**src/rtl/dmem_port_arbiter.sv**
```systemverilog
// dmem_port_arbiter: shares the single-port synchronous data RAM between the
// MEM-stage CPU port (fixed priority) and a req/ack DMA/loader port.
// Optional starvation guard: define DMEM_ARB_STARVE_GUARD_EN to enable the
// DMA wait counter that forces a DMA grant after MAX_WAIT lost cycles.
module dmem_port_arbiter #(
  parameter int DATA_W   = 32,
  parameter int ADDR_W   = 5,
  parameter int MAX_WAIT = 8
) (
  input  logic              clock,
  input  logic              reset,
  input  logic              cpu_req,
  input  logic              cpu_we,
  input  logic [ADDR_W-1:0] cpu_addr,
  input  logic [DATA_W-1:0] cpu_wdata,
  output logic [DATA_W-1:0] cpu_rdata,
  output logic              cpu_stall,
  input  logic              dma_req,
  input  logic              dma_we,
  input  logic [ADDR_W-1:0] dma_addr,
  input  logic [DATA_W-1:0] dma_wdata,
  output logic              dma_ack,
  output logic [DATA_W-1:0] dma_rdata,
  output logic [ADDR_W-1:0] ram_addr,
  output logic              ram_we,
  output logic [DATA_W-1:0] ram_wdata,
  input  logic [DATA_W-1:0] ram_rdata
);

  typedef enum logic {
    IDLE,
    DMA_ACK
  } state_t;

  state_t            state;
  logic              dma_grant;
  logic              cpu_grant;
  logic              dma_forced;
  logic [DATA_W-1:0] dma_rdata_hold;

`ifdef DMEM_ARB_STARVE_GUARD_EN
  localparam logic [7:0] MAX_WAIT_CNT = 8'(MAX_WAIT);

  logic [7:0] wait_cnt;

  assign dma_forced = (state == IDLE) && dma_req && (wait_cnt >= MAX_WAIT_CNT);

  // Count IDLE cycles in which a pending DMA request lost to the CPU; saturates at 255.
  always_ff @(posedge clock or posedge reset) begin
    if (reset) begin
      wait_cnt <= 8'd0;
    end else if (!dma_req || dma_grant) begin
      wait_cnt <= 8'd0;
    end else if ((state == IDLE) && (wait_cnt != 8'hFF)) begin
      wait_cnt <= wait_cnt + 8'd1;
    end
  end
`else
  assign dma_forced = 1'b0;
`endif

  // Grant decision is combinational; reset forces both grants off so the RAM is never written.
  always_comb begin
    dma_grant = 1'b0;
    cpu_grant = 1'b0;
    if (!reset) begin
      dma_grant = (state == IDLE) && dma_req && (!cpu_req || dma_forced);
      cpu_grant = cpu_req && !dma_grant;
    end
  end

  // RAM port follows the granted master; with no grant the CPU values pass through with we=0.
  always_comb begin
    ram_addr  = cpu_addr;
    ram_wdata = cpu_wdata;
    ram_we    = cpu_grant && cpu_we;
    if (dma_grant) begin
      ram_addr  = dma_addr;
      ram_wdata = dma_wdata;
      ram_we    = dma_we;
    end
  end

  // The ack state is entered the cycle after a DMA grant and always returns to IDLE.
  always_ff @(posedge clock or posedge reset) begin
    if (reset) begin
      state <= IDLE;
    end else if (state == DMA_ACK) begin
      state <= IDLE;
    end else if (dma_grant) begin
      state <= DMA_ACK;
    end
  end

  // Capture the RAM output on the ack cycle so dma_rdata stays valid until the next ack.
  always_ff @(posedge clock or posedge reset) begin
    if (reset) begin
      dma_rdata_hold <= '0;
    end else if (state == DMA_ACK) begin
      dma_rdata_hold <= ram_rdata;
    end
  end

  assign dma_ack   = (state == DMA_ACK);
  assign dma_rdata = dma_ack ? ram_rdata : dma_rdata_hold;
  assign cpu_rdata = ram_rdata;
  assign cpu_stall = cpu_req && dma_grant;

endmodule

```
**config.mk**
```make
export PLATFORM = sky130hd
export DESIGN_NAME = dmem_port_arbiter
export DESIGN_NICKNAME = d
export VERILOG_FILES = /design/src/rtl/dmem_port_arbiter.sv
export SDC_FILE = /design/constraint.sdc
export NUM_CORES = 1
export LEC_CHECK = 0
export ABC_AREA = 1
export CORE_ASPECT_RATIO = 0.9
export CORE_UTILIZATION = 25
export DETAILED_ROUTE_END_ITERATION = 6
export PLACE_DENSITY = 0.84
export SYNTH_ARGS = -nofsm -noshare
export SYNTH_HDL_FRONTEND = slang
export SYNTH_SLANG_ARGS = --single-unit
```
**constraint.sdc**
```tcl
create_clock -name clock -period 1.4 [get_ports clock]
set_input_delay 0.28 -clock clock [delete_from_list [all_inputs] [get_ports clock]]
set_output_delay 0.28 -clock clock [all_outputs]
set_load 0.05 [all_outputs]
```
# == Yosys cells after proc, flatten, opt, wreduce, memory -nomap -nowiden ==
# Index checks and enable logic that the tools add are counted.
# op_classes
mux,8
bitwise,1
n_reduce_logical,7
# ops
op,n
$mux W32,2
$logic_and A1 B1 Y1,5
$mux W1,5
$mux W5,1
$logic_not A1 Y1,2
$not A1 Y1,1
# word_totals
reg_bits,33
in_bits,112
out_inout_bits,104

# == Depth between registers and ports, before layout ==
# logic_depth
word_depth,8
mapped_depth,7
ltp_nobuf,5

# == Least setup slack after synthesis ==
# No wires, ideal clock.
# synth_timing
path_kind,reg-to-output
from,"reg state, in the netlist dma_ack"
to,out ram_addr[0]
t_arrival_ps,1576
t_required_ps,1120
setup_slack_ps,-456
path_stages_with_launch,7
path_buffers,3
path_cell_list,dfrtp_1 buf_6 nor2_4 buf_4 buf_4 nand3_1 nand2_1
# synth_between
elab_chain_len,5
# synth_lines
element,line,text
start: declaration,35,state_t state;
start signal: assignment,87,state <= IDLE;
start signal: assignment,89,state <= IDLE;
start signal: assignment,91,state <= DMA_ACK;
$not A1 Y1,67,dma_grant = (state == IDLE) && dma_req && (!cpu_req || dma_forced);
$logic_and A1 B1 Y1 (2 in series),67,
$mux W1,66,if (!reset) begin
$mux W5,77,if (dma_grant) begin
end: declaration,24,"output logic [ADDR_W-1:0] ram_addr,"
# No other way between the ends.

# == Final worst setup path ==
# layout_timing
from,"reg state, in the netlist dma_ack"
to,out ram_wdata[16]
# layout_between
elab_chain_len,5
# layout_lines
element,line,text
$not A1 Y1,67,
$logic_and A1 B1 Y1 (2 in series),67,
$mux W1,66,
$mux W32,77,
end: declaration,26,"output logic [DATA_W-1:0] ram_wdata,"
# No other way between the ends.

==> flow_metrics.py <==
metrics = {
    "outcome": {
        "status": "finished with violations",
        "violations": "design-rule violations, negative setup slack",
    },
    "clocking": {
        "numClockSinks": 33,
        "ctsHoldBuffers": 0,
        "cts.clk_slew.worst_paths_ps": 70,
        "cts_made_buffers": 5,
        "tritoncts": "built",
        "clockBufferDepth": 2,
        "htreeDepth": 2,
        "clock_latency_ps": 280,
        "cts_root_buffer": "clkbuf_8",
    },
    "yosys": {
        "synthCells": 303,
        "synth_top_cell_area_share": 0.397,
        "synth_warnings": 0,
        "ys_seq_area_frac": 0.397,
        "muxShareOfSynthArea": 0,
        "yosys.area.top_type": "dfrtp_1",
        "synthSimpleGateAreaFrac": 0.413,
        "synth.cell_area_mm2": 0.00208,
        "syn_avg_cell_area_um2": 6.86,
        "synthTopCellsByArea": "dfrtp_1 (40%), nand2_1 (31%), buf_4 (13%), nand3_1 (9.4%), buf_6 (2.2%)",
        "synth_fp_nets": 415,
        "synth-seq-cells": 33,
        "synth_top_family_by_area": "simple AND/OR/NAND/NOR gates",
        "synth_xor_area_frac": 0,
        "synth_compound_area_frac": 0,
        "ys_types": 12,
        "synthAdderAreaFrac": 0,
    },
    "sta": {
        "fin_crit_sh": 1.32,
        "worst_slack_ps": -444,
        "hold_slack_ps": 436,
        "fmax_mhz": 542,
        "setup_violations": 71,
        "period_needed_ps": 1840,
        "report.final.slew_viol_count": 0,
        "clock_skew_ps": 4.67,
        "hold_viol_final": 0,
        "rsz0062_at_grt": "true",
    },
    "setup_path": {
        "crit_type": "reg2out",
        "timing.rr.end": "dma_rdata_hold[3]",
        "r2r-start": "dma_ack",
        "cp.required_ps": 1120,
        "ff2ff_setup_slack_ps": 210,
        "startpoint": "dma_ack",
        "end_kind": "primary output",
        "critPathArrivalTime_ps": 1560,
        "crit_path_start_kind": "flip-flop",
        "cp_max_fo": 11,
        "reg2regPathDepth": 6,
    },
    "die": {
        "initial_core_util": 0.258,
        "pin_count": 216,
        "placementRows": 31,
        "die_w_um": 98.1,
        "core_mm2": 0.00807,
        "dieHeight_um": 88.5,
        "dieArea_mm2": 0.00868,
    },
    "global_routing": {
        "globalRouteOverflowTotal": 0,
        "first_global_vias": 3447,
        "grt_max_degree": 34,
        "antenna_found_initial": 0,
        "grt_usage": 0.265,
        "grt_pass1_wl_um": 17400,
    },
    "layout": {
        "num_antenna_cells": 0,
        "drive_gt1_frac": 0.659,
        "syn_to_final_growth_pct": 224,
        "final_common_cell": "clkdlybuf4s50_1",
        "final_cell_mix": "clkdlybuf4s50_1 (108), nand2_4 (80), buf_12 (72), nand2_2 (53), buf_4 (53)",
        "nets": 657,
        "design_area_mm2": 0.00674,
    },
    "hold_path": {
        "worstHoldPathType": "in2async",
    },
    "drt": {
        "dr_wl_met3_um": 806,
        "totalWireLength_um": 12100,
        "ant_nets": 0,
        "drc": 10,
        "avgRoutedWirePerCell_um": 18.8,
        "routed-wl-met2_um": 6910,
        "wl_met1_um": 3700,
        "drt_pass1_iterations": 6,
        "dr_total_vias": 3079,
        "drt_iter0_drc": 78,
        "top_layer": "met4",
        "routed_via_density": 4.77,
    },
    "pwr": {
        "internal-power_mw": 3.62,
        "max-vdd-ir-drop_uv": 476,
        "clkPwrFrac": 0.152,
        "swShare": 0.416,
        "leakage_nw": 2.98,
        "p_switching_mw": 2.58,
        "total_power_mw": 6.20,
        "combPwrFrac": 0.651,
        "p_seq_frac": 0.197,
        "powerDensity_mw_per_mm2": 920,
    },
    "place": {
        "port_buffers": 214,
        "dpl_cell_area_mm2": 0.00573,
        "dp_hpwl_um": 7520,
        "finalWeightedCongestion": 0.722,
    },
    "flow_run": {
        "cap_violations": 0,
    },
}
## per-stage QoR
step                      setup TNS, ps  std cells   util  setup WS (ps)
after global routing             -27020        645  0.836           -490
after floorplan                   -8740        303      -           -168
after global placement           -18900        625  0.710           -488
after detailed placement         -19410        625  0.710           -526
after CTS                        -26710        644  0.817           -438
final                            -23280        645  0.836           -444
## power by group through the flow
stage               clock network, mW  logic [mW]  registers, mW
floorplan                           0        1.88           1.18
global placement                    0        3.57           1.18
detailed placement                  0        3.63           1.19
CTS                             0.968        3.93           1.19
global route                     1.00        4.17           1.24
finish                          0.942        4.04           1.22
## cell families after synthesis
kind of cell  count (synthesis)
flops                        33
buf+inv                      56
other cells                   1
simple gates                213
## per-layer routing
metal | track usage | vias up
li1 | - | 1388
met1 | 0.239 | 1463
met2 | 0.547 | 173
met3 | 0.0585 | 55
met4 | 0.154 | 0
met5 | 0 | -
## synthesized netlist by cell type (all sizes together)
cell and instances:
nand3 39, clkbuf 5, nand2 172, conb 1, dfrtp 33, nor2 2, buf 47, inv 4
## critical path, cell delays in order, from the launching register on
cell,delay [ps]
dfrtp_2,440
nor2_4,160
nand2_4,160
buf_16,200
nand2_2,100
nand2_4,60
buf_8,140
## layout make-up
class | count | area (um^2)
Clock buffer | 6 | 82.6
Clock inverter | 2 | 37.5
Fill cell | 423 | 1330
Inverter | 4 | 31.3
Multi-Input combinational cell | 214 | 1890
Sequential cell | 33 | 827
Tap cell | 99 | 124
Timing Repair Buffer | 287 | 3750
## registers in the layout, indices dropped and copies added (netlist names)
name	flops
dma_ack	1
dma_rdata_hold	32
## how the worst max path moves through the flow
| stage | to | cells past startpoint | slack, ps |
|---|---|---|---|
| after CTS | ram_wdata[24] | 7 | -440 |
| after detailed placement | ram_wdata[2] | 6 | -530 |
| final | ram_wdata[16] | 6 | -440 |
| after global placement | ram_addr[4] | 8 | -490 |
| after floorplan | ram_wdata[16] | 7 | -170 |
| after global routing | ram_wdata[16] | 6 | -490 |
## repair_timing
action | 4_1_cts | 5_1_grt
gates resized for setup | 139 | 41
pin swaps | 3 | 2
endpoints found under the setup margin | 71 | 71
buffers inserted | 4 | 1
cloned | 7 | 1
No activity file was read; power rests on OpenSTA's default activity.
